==> config.mk <==
export PLATFORM = sky130hd
export DESIGN_NAME = core_cycle_watchdog_ctrl
export DESIGN_NICKNAME = d
export VERILOG_FILES = /design/src/rtl/core_cycle_watchdog_ctrl.sv
export SDC_FILE = /design/constraint.sdc
export NUM_CORES = 1
export LEC_CHECK = 0
export ABC_AREA = 1
export ABC_CLOCK_PERIOD_IN_PS = 4100
export BUFFER_PORTS_ARGS = -buffer_cell sky130_fd_sc_hd__buf_4
export CAP_MARGIN = 40
export CORE_UTILIZATION = 40
export DETAILED_ROUTE_END_ITERATION = 7
export GPL_TIMING_DRIVEN = 0
export PLACE_DENSITY = 0.69
export SYNTH_ARGS = -nofsm -noshare
export SYNTH_HDL_FRONTEND = slang
export SYNTH_SLANG_ARGS = --single-unit
==> constraint.sdc <==
create_clock -name clock -period 4.1 [get_ports clock]
set_input_delay 0.615 -clock clock [delete_from_list [all_inputs] [get_ports clock]]
set_output_delay 0.615 -clock clock [all_outputs]
set_load 0.005 [all_outputs]
==> src/rtl/core_cycle_watchdog_ctrl.sv <==
// Cycle-budget watchdog for a core under test: counts run cycles against a latched
// limit, warns near the budget, and latches an expiry until explicitly cleared.
module core_cycle_watchdog_ctrl #(
   parameter int unsigned CNT_W       = 32,
   parameter int unsigned WARN_MARGIN = 1024
) (
   input  logic             clock,
   input  logic             reset_n,
   input  logic [CNT_W-1:0] limit,
   input  logic             start,
   input  logic             halt,
   input  logic             kick,
   input  logic             done,
   input  logic             clear,
   output logic [CNT_W-1:0] cycle_count,
   output logic [2:0]       state,
   output logic             warn,
   output logic             timeout,
   output logic             expired
);

   typedef enum logic [2:0] {
      S_IDLE    = 3'd0,
      S_RUN     = 3'd1,
      S_PAUSE   = 3'd2,
      S_EXPIRED = 3'd3,
      S_DONE    = 3'd4
   } state_t;

   // Warn arithmetic is done one bit wider than the larger of the counter and the
   // margin, so a margin bigger than the limit never wraps around.
   localparam int unsigned XW = ((CNT_W > 32) ? CNT_W : 32) + 1;

   localparam logic [CNT_W-1:0] CNT_MAX  = '1;
   localparam logic [XW-1:0]    MARGIN_X = XW'(WARN_MARGIN);

   state_t           state_q;
   logic [CNT_W-1:0] limit_q;
   logic [XW-1:0]    limit_x;
   logic [XW-1:0]    count_x;
   logic             limit_on;
   logic             expire_hit;
   logic             warn_zone;

   assign limit_on   = (limit_q != '0);
   assign expire_hit = limit_on && (cycle_count >= limit_q);

   assign limit_x   = XW'(limit_q);
   assign count_x   = XW'(cycle_count);
   assign warn_zone = (limit_x <= MARGIN_X) || (count_x >= (limit_x - MARGIN_X));

   assign state = state_q;
   assign warn  = ((state_q == S_RUN) || (state_q == S_PAUSE)) && limit_on && warn_zone;

   always_ff @(posedge clock or negedge reset_n) begin
      if (!reset_n) begin
         state_q     <= S_IDLE;
         cycle_count <= '0;
         limit_q     <= '0;
         timeout     <= 1'b0;
         expired     <= 1'b0;
      end else begin
         // NOTE: non-blocking default; only the RUN->EXPIRED branch overrides it, which
         // makes timeout a single-cycle pulse without a separate edge detector.
         timeout <= 1'b0;
         case (state_q)
            S_IDLE: begin
               cycle_count <= '0;
               if (start) begin
                  limit_q <= limit;
                  state_q <= S_RUN;
               end
            end
            S_RUN: begin
               if (done) begin
                  state_q <= S_DONE;
               end else if (expire_hit) begin
                  state_q <= S_EXPIRED;
                  timeout <= 1'b1;
                  expired <= 1'b1;
               end else if (kick) begin
                  cycle_count <= '0;
               end else if (halt) begin
                  state_q <= S_PAUSE;
               end else if (cycle_count != CNT_MAX) begin
                  cycle_count <= cycle_count + 1'b1;
               end
            end
            // Expiry is deliberately not checked while paused.
            S_PAUSE: begin
               if (done) begin
                  state_q <= S_DONE;
               end else if (kick) begin
                  cycle_count <= '0;
               end else if (!halt) begin
                  state_q <= S_RUN;
               end
            end
            S_EXPIRED, S_DONE: begin
               if (clear) begin
                  state_q     <= S_IDLE;
                  cycle_count <= '0;
                  expired     <= 1'b0;
               end
            end
            default: begin
               state_q     <= S_IDLE;
               cycle_count <= '0;
               expired     <= 1'b0;
            end
         endcase
      end
   end

endmodule

==> results of run 1 <==
==> cells by family (layout without fill, tap and decap cells) <==
kind of cell	after synthesis	count (layout)	share of synthesized area, %
fa+ha+maj	58	58	12.9
flops	69	69	30.7
compound gates	135	135	12.9
simple gates	401	401	31.4
mux	1	1	0.200
xor+xnor	24	24	3.74
buf+inv	112	209	8.08
==> layout make-up <==
cell class | count | area (sq um)
Multi-Input combinational cell | 619 | 3490
Buffer | 14 | 86.3
Fill cell | 1383 | 6620
Clock buffer | 11 | 253
Clock inverter | 4 | 47.5
Sequential cell | 69 | 1730
Inverter | 98 | 368
Tap cell | 176 | 220
Timing Repair Buffer | 82 | 636
==> metrics by stage <==
stage / utilization [%] / total power (W) / hold WS, ps
floorplan: - / 0.00191 / 319
global placement: 47.6 / 0.00226 / 496
detailed placement: 47.8 / 0.00229 / 498
CTS: 50.1 / 0.00309 / 194
global route: 50.8 / 0.00339 / 202
finish: 50.8 / 0.00313 / 179
==> layer usage <==
layer / track usage [%] / vias to the layer above / wire length [um]
li1: - / 2850 / -
met1: 31.7 / 2567 / 7550
met2: 34.9 / 137 / 6830
met3: 5.61 / 23 / 855
met4: 5.94 / 0 / 253
met5: 0 / - / 0
==> worst max-delay path by stage <==
stage,start,to
after floorplan,limit_q[10],warn
after global routing,limit_q[12],warn
after global placement,limit_q[10],warn
final,limit_q[10],warn
after detailed placement,limit_q[10],warn
after CTS,limit_q[10],warn
==> critical path, delay by kind of cell, from the launching register on <==
kind,cells,cell delay [ps]
buffers and inverters,4,380
AOI/OAI and AO/OA,2,280
DFF,1,400
adders and majority gates,2,500
and+or+nand+nor,11,1100
xor gates and xnor gates,1,160
==> synth_stat cells (5+ instances only) <==
cell / count
a21oi_1: 68
a31oi_1: 5
clkbuf_1: 8
dfrtp_1: 69
ha_1: 58
inv_1: 97
nand2_1: 181
nand3_1: 36
nand3b_1: 9
nand4_1: 24
nor2_1: 103
nor3_1: 23
nor4_1: 5
o211ai_1: 5
o21ai_0: 15
o21ai_1: 32
or2_2: 8
xor2_1: 22
==> where the power goes <==
part | internal, W | total [W] | switching, W
Sequential | 0.000846 | 0.000983 | 0.000137
Combinational | 0.000479 | 0.00134 | 0.000863
Clock | 0.000498 | 0.000800 | 0.000303
Total | 0.00182 | 0.00313 | 0.00130
==> repair_timing <==
action                                 4_1_cts  5_1_grt
endpoints found under the hold margin        0        0
pin swaps                                    0        1
setup endpoints to repair                    1        1
gates cloned                                 0        0
gates resized for setup                      2       13
setup buffers                                0        5
==> sequential cells by signal, indices dropped and copies added (netlist names) <==
register / cells
cycle_count: 32
expired: 1
limit_q: 32
state: 3
timeout: 1
==> impl_metrics.ini, run 1 <==
[outcome]
status = completed

[clock_tree]
cts.sinks = 69
cts_buffer_depth = 2
root_buffer = clkbuf_16
cts_hold_buf = 0
cts_buffers = 9
cts_tree = yes
cts.clk_slew.worst_paths_ps = 60
h-tree-depth = 3
clk_latency_ps = 350

[power_and_ir_drop]
leakage_nw = 3.40
vdd_ir_drop_max_v = 0.000289
power_density_nw_per_um2 = 458

[synthesis]
synth-edff-count = 0
synth_cells = 800
ys_top_cells_by_area = dfrtp_1 31%, ha_1 13%, nand2_1 12%
synthArstFlopShare_pct = 100
yosysTopAreaCellShare_pct = 30.7
postSynthAreaPerCell_sq_um = 7.02
synthDistinctLibCells = 40
ys_ff_latch = 69
synth_nets = 897
yosysWarnings = 0
synth_top_flop_cell = dfrtp_1
yosys.area.top_type = dfrtp_1
seq_area_frac_synth_pct = 30.7
syn_area_sq_um = 5620

[placement]
place_area_sq_um = 6440
hpwl_um = 12100
routabilityCongestion = 0.893
placedCellCount = 1053
numPortBuffers = 76
place_ws_ps = 285

[global_routing]
grt_max_degree = 46
antenna_found_initial = 0
grt_pass1_vias = 5117
grt_pass1_wl_um = 25600
grt.total_usage_pct = 22.7
grt.overflow.total = 0

[sta]
slew_violations = 0
max_freq_mhz = 263
skew_ps = 10.9
fin_crit_ps = 3800
tightest_slew_ps = 611
finalSetupTns_ps = 0
rsz0062_at_grt = false
final_hold_viol_count = 0
setup_ws_ps = 303
relSlewSlack_pct = 58.9
finalCritPeriodShare_pct = 92.6
setup_viol = 0

[cells_and_area]
design_area_sq_um = 6830
layout.nets = 990
area_growth_pct = 21.6
final_common_cell = nand2_1
diodes = 0
layout-drive-gt1-share_pct = 15.3
fin_cells = 1073
most-common-layout-cells = 180 x nand2_1, 100 x nor2_1, 95 x inv_1

[critical_path]
worst_r2r_path_depth = 13
r2r_slack_ps = 1690
path_max_fanout = 5
end_kind = primary output
startpoint_type = register
critical_path_class = reg -> out
cp_slowest_cell = dfrtp_1
worstPathCellList = inv_2 -> ha_2 -> nand2_1 -> nor2_4 -> nand2_1 -> inv_1 -> nand4_1 -> xor2_1 -> ha_1 -> a21oi_1 -> nor2_1 -> a211oi_2 -> nor2_1 -> nor2_1 -> nand2_1 -> nor2_1 -> nand4_1 -> nand2_1 -> inv_1 -> buf_4
arrival_ps = 3180
crit_required_ps = 3480
rr_startpoint = cycle_count[31]
reg2reg_to = cycle_count[28]
cp_slowest_stage_delay_ps = 400

[floorplan]
std_cell_rows = 42
die_area_sq_um = 14500
start_util_pct = 41.8
placeableCoreArea_sq_um = 13500
die_w_um = 121
pin_count = 77
dieHeight_um = 121

[detailed_routing]
drc_errors = 0
drt-pass1-iter-count = 6
first_iter_violations = 367
routed_via_density = 5.20
drtAntennaViolNets = 0
totalWireLength_um = 15500
avgRoutedWirePerCell_um = 14.4
vias = 5577

[min_path]
hold_path.class = in -> async

[flow_run]
cap_violations = 0
No activity file was read; power rests on OpenSTA's default activity.
==> run 2, diff against run 1 <==
--- a/config.mk
+++ b/config.mk
@@ -11,7 +11,6 @@
 export CAP_MARGIN = 40
 export CORE_UTILIZATION = 40
 export DETAILED_ROUTE_END_ITERATION = 7
-export GPL_TIMING_DRIVEN = 0
 export PLACE_DENSITY = 0.69
 export SYNTH_ARGS = -nofsm -noshare
 export SYNTH_HDL_FRONTEND = slang
==> run 2 against run 1 <==
Net effect:
- critical path depth is the same
- final area shrank 2.3%
- combinational power shrank 9.7%
- register-to-register slack lost 240 ps
- clock-buffer cell count grew 2
- fmax is essentially flat
- critical path type unchanged
- die area is the same
- via count shrank 3.1%
- core utilization shrank 1.2 points
- sequential share of layout area grew 0.60 points
- clock skew is essentially flat
- total power shrank 5.6%
==> impl_metrics.ini, run 2 (synthesis results as in run 1) <==
[cells_and_area]
area_growth_pct = 18.7
fin_cells = 1058
layout-drive-gt1-share_pct = 13.8
most-common-layout-cells = 179 x nand2_1, 102 x nor2_1, 95 x inv_1
final_common_cell = nand2_1
diodes = 0
layout.nets = 974

[sta]
setup_viol = 0
finalCritPeriodShare_pct = 92.6
tightest_slew_ps = 645
skew_ps = 10.6
relSlewSlack_pct = 56.6
slew_violations = 0
finalSetupTns_ps = 0
fin_crit_ps = 3800
final_hold_viol_count = 0
setup_ws_ps = 302
max_freq_mhz = 263
rsz0062_at_grt = false

[detailed_routing]
first_iter_violations = 345
drc_errors = 0
routed_via_density = 5.11
totalWireLength_um = 15000
avgRoutedWirePerCell_um = 14.2
drt-pass1-iter-count = 4
drtAntennaViolNets = 0
vias = 5403

[critical_path]
rr_startpoint = cycle_count[31]
crit_required_ps = 3480
arrival_ps = 3180
startpoint_type = register
end_kind = primary output
worst_r2r_path_depth = 13
critical_path_class = reg -> out
path_max_fanout = 4
reg2reg_to = cycle_count[11]
crit_path_start = limit_q[12]
crit_end = warn
r2r_slack_ps = 1450

[global_routing]
grt_max_degree = 65
antenna_found_initial = 0
grt_pass1_vias = 5102
grt.total_usage_pct = 22.4
grt.overflow.total = 0
grt_pass1_wl_um = 25500

[clock_tree]
cts.sinks = 69
cts_setup_buffers = 0
cts_buffers = 9
root_buffer = clkbuf_16
cts_hold_buf = 0
h-tree-depth = 3
cts.clk_slew.worst_paths_ps = 60
clk_latency_ps = 350
cts_resized = 0
cts_buffer_depth = 2
cts_tree = yes

[placement]
numPortBuffers = 76
routabilityCongestion = 0.876
hpwl_um = 11600
place_ws_ps = 515
placedCellCount = 1042

[flow_run]
cap_violations = 0

[floorplan]
std_cell_rows = 42
die_area_sq_um = 14500
start_util_pct = 41.8
die_w_um = 121
dieHeight_um = 121
pin_count = 77
placeableCoreArea_sq_um = 13500

[power_and_ir_drop]
power_density_nw_per_um2 = 443
leakage_nw = 3.33
vdd_ir_drop_max_v = 0.000319
total_power_w = 0.00295

[min_path]
hold_path.class = in -> async

[outcome]
status = completed
==> run 2: changes by cell type in the layout (fill, tap and decap cells not counted), moves of 2 or more <==
| cell | previous run | this run |
|---|---|---|
| buf_4 | 84 | 79 |
| buf_6 | 3 | 0 |
| clkbuf_1 | 8 | 2 |
| nor2_1 | 100 | 102 |
| nor3_1 | 19 | 21 |
==> run 2: critical path, stage by stage, from the launching register on <==
cell and delay [ps]:
dfrtp_1 400, inv_1 110, nand3_1 130, nor3_2 200, nand2_2 140, nor3_1 210, nand2_1 100, xor2_1 140
inv_1 70, ha_1 290, nand2_1 80, nor2_1 50, a211oi_1 170, nor2_1 70, nor2_1 100, nand2_1 60
nor2_1 110, nand4_1 140, nand2_1 100, inv_1 50, buf_4 120
==> run 2: stage by stage <==
stage                     util, %  hold slack, ps  area (sq um)
after floorplan                 -             319          5620
after global placement       47.2             501          6350
after detailed placement     47.4             506          6370
after CTS                    49.5             174          6660
after global routing         49.6             186          6670
final                        49.6             171          6670
==> run 2: routing by layer <==
metal  vias to the layer above  share of wire (%)  wire [um]  global-route usage (%)
met5                         -                  0          0                       0
li1                       2824                  -          -                       -
met1                      2445                 50       7570                    31.2
met4                         0                1.6        246                    6.94
met3                        17                4.5        675                    5.57
met2                       117                 44       6550                    34.1
==> run 2: cell type report <==
class	count	area [sq um]
Sequential cell	69	1730
Tap cell	176	220
Timing Repair Buffer	80	621
Inverter	98	368
Multi-Input combinational cell	619	3450
Clock buffer	13	260
Fill cell	1430	6780
Clock inverter	3	20.0
==> run 2: power by group <==
part	switching (W)	internal [W]
clock	0.000316	0.000442
combinational	0.000804	0.000406
sequential	0.000138	0.000845
total	0.00126	0.00169
==> run 2: worst min-delay path by stage <==
| stage | to | depth (start not counted) |
|---|---|---|
| floorplan | cycle_count[0] | 0 |
| CTS | cycle_count[28] | 1 |
| global placement | expired | 2 |
| finish | cycle_count[28] | 1 |
| global route | cycle_count[28] | 1 |
| detailed placement | expired | 2 |
==> run 3, diff against run 2 <==
--- a/config.mk
+++ b/config.mk
@@ -10,6 +10,7 @@
 export BUFFER_PORTS_ARGS = -buffer_cell sky130_fd_sc_hd__buf_4
 export CAP_MARGIN = 40
 export CORE_UTILIZATION = 40
+export CTS_BUF_LIST = sky130_fd_sc_hd__clkbuf_4 sky130_fd_sc_hd__clkbuf_8
 export DETAILED_ROUTE_END_ITERATION = 7
 export PLACE_DENSITY = 0.69
 export SYNTH_ARGS = -nofsm -noshare
==> run 3 against run 2 <==
Net effect:
- clock power is 27% lower
- final area is 1.2% lower
- clock-buffer cell count stayed put
- clock skew is 3.1 ps higher
- critical path depth stayed put
- via count is 0.46% lower
- global-route usage is 0.27 points lower
- total power is 7.0% lower
- die area stayed put
- flip-flop and latch count stayed put
- setup slack worse by 40 ps
- combinational power hardly changed
==> impl_metrics.ini, run 3 (synthesis results as in run 1) <==
[clock_tree]
cts_setup_buffers = 0
cts_buffers = 9
cts.clk_slew.worst_paths_ps = 80
clk_latency_ps = 380
h-tree-depth = 3
cts.sinks = 69
cts_buffer_depth = 2
root_buffer = clkbuf_8
cts_tree = yes

[sta]
setup_viol = 0
tightest_slew_ps = 652
hold_ws_ps = 138
max_freq_mhz = 260
relSlewSlack_pct = 56.1
skew_ps = 13.7
rsz0062_at_grt = false
finalCritPeriodShare_pct = 93.6
slew_violations = 0
finalSetupTns_ps = 0
fin_crit_ps = 3840
final_hold_viol_count = 0

[detailed_routing]
avgRoutedWirePerCell_um = 14.2
first_iter_violations = 365
routed_via_density = 5.08
vias = 5378
drtAntennaViolNets = 0
drt-pass1-iter-count = 5
totalWireLength_um = 15000
drc_errors = 0

[global_routing]
antenna_found_initial = 0
grt.overflow.total = 0
grt_pass1_wl_um = 25300
use_met1_pct = 31.2
grt_use_met2_pct = 33.7
top_usage_layer = met2
use_met3_pct = 5.14
grt_max_degree = 65
grt.total_usage_pct = 22.1
grt_pass1_vias = 5052

[critical_path]
path_max_fanout = 4
arrival_ps = 3220
r2r_slack_ps = 1450
crit_required_ps = 3480
worstPathCellList = inv_1 -> nand3_1 -> nor3_2 -> nand2_2 -> nor3_1 -> nand2_1 -> xor2_1 -> inv_1 -> ha_1 -> nand2_1 -> nor2_1 -> a211oi_1 -> nor2_1 -> nor2_1 -> nand2_1 -> nor2_1 -> nand4_1 -> nand2_1 -> inv_1 -> buf_4
crit_buf_inv = 4
cp_slowest_stage_delay_ps = 410
end_kind = primary output
startpoint_type = register
critPathTopFamily = simple AND/OR/NAND/NOR gates
critical_path_class = reg -> out
cp_slowest_cell = dfrtp_1

[cells_and_area]
area_growth_pct = 17.3
diodes = 0
layout-drive-gt1-share_pct = 14.4
final_common_cell = nand2_1
nFillCells = 1439
layout.nets = 974
most-common-layout-cells = 177 x nand2_1, 101 x nor2_1, 95 x inv_1

[floorplan]
start_util_pct = 41.8
std_cell_rows = 42
placeableCoreArea_sq_um = 13500
die_w_um = 121
pin_count = 77
dieHeight_um = 121
die_area_sq_um = 14500

[placement]
hpwl_um = 11600
routabilityCongestion = 0.876
numPortBuffers = 76

[outcome]
status = completed

[power_and_ir_drop]
leakage_nw = 3.29
power_density_nw_per_um2 = 417
vdd_ir_drop_max_v = 0.000273

[min_path]
hold_path.class = in -> async

[flow_run]
cap_violations = 0
run 3: cell counts in the layout (fill, tap and decap cells not counted):
Identical to the previous run, type by type.
run 3: per-layer routing:
metal  share of wire (%)  up-vias
met5                   0        -
met4                 1.6        0
met3                 4.9       19
met2                  44      119
met1                  50     2420
li1                    -     2820
run 3: final cells by class:
type / count / area [sq um] / area share, %
clock buffer: 13 / 166 / 2.53
tap: 176 / 220 / 3.34
inverter: 98 / 368 / 5.58
clock inverter: 3 / 20.0 / 0.304
timing repair buffer: 80 / 621 / 9.42
sequential: 69 / 1730 / 26.2
multi-input combinational: 619 / 3470 / 52.6
run 3: through the flow:
step	setup slack (ps)	instance area (sq um)	total power, W	instances	util [%]
2_1_floorplan	965	5620	0.00191	800	-
3_3_place_gp	539	6350	0.00216	1041	47.2
3_5_place_dp	515	6370	0.00219	1042	47.4
4_1_cts	87.5	6560	0.00275	1058	48.8
5_1_grt	8.46	6590	0.00300	1058	49.0
6_report	261	6590	0.00274	1058	49.0
run 3: power breakdown:
| part | internal (W) | switching (W) | total [W] |
|---|---|---|---|
| sequential | 0.000844 | 0.000136 | 0.000980 |
| clock | 0.000266 | 0.000286 | 0.000552 |
| combinational | 0.000407 | 0.000805 | 0.00121 |
run 3: path summary, 6_finish.rpt:
| kind | to | startpoint | cells past startpoint |
|---|---|---|---|
| hold / removal | cycle_count[28] | reset_n | 1 |
| setup reg to reg | cycle_count[27] | cycle_count[31] | 13 |
| setup / recovery | warn | limit_q[12] | 20 |
| max in group asynchronous | limit_q[2] | reset_n | 2 |
| hold reg to reg | expired | expired | 2 |
| min in group clock | limit_q[0] | limit[0] | 2 |
run 3: timing repair:
item                       in CTS  in global routing
setup endpoints to repair       0                  1
hold buffers                    0                  0
gates resized for setup         0                 10
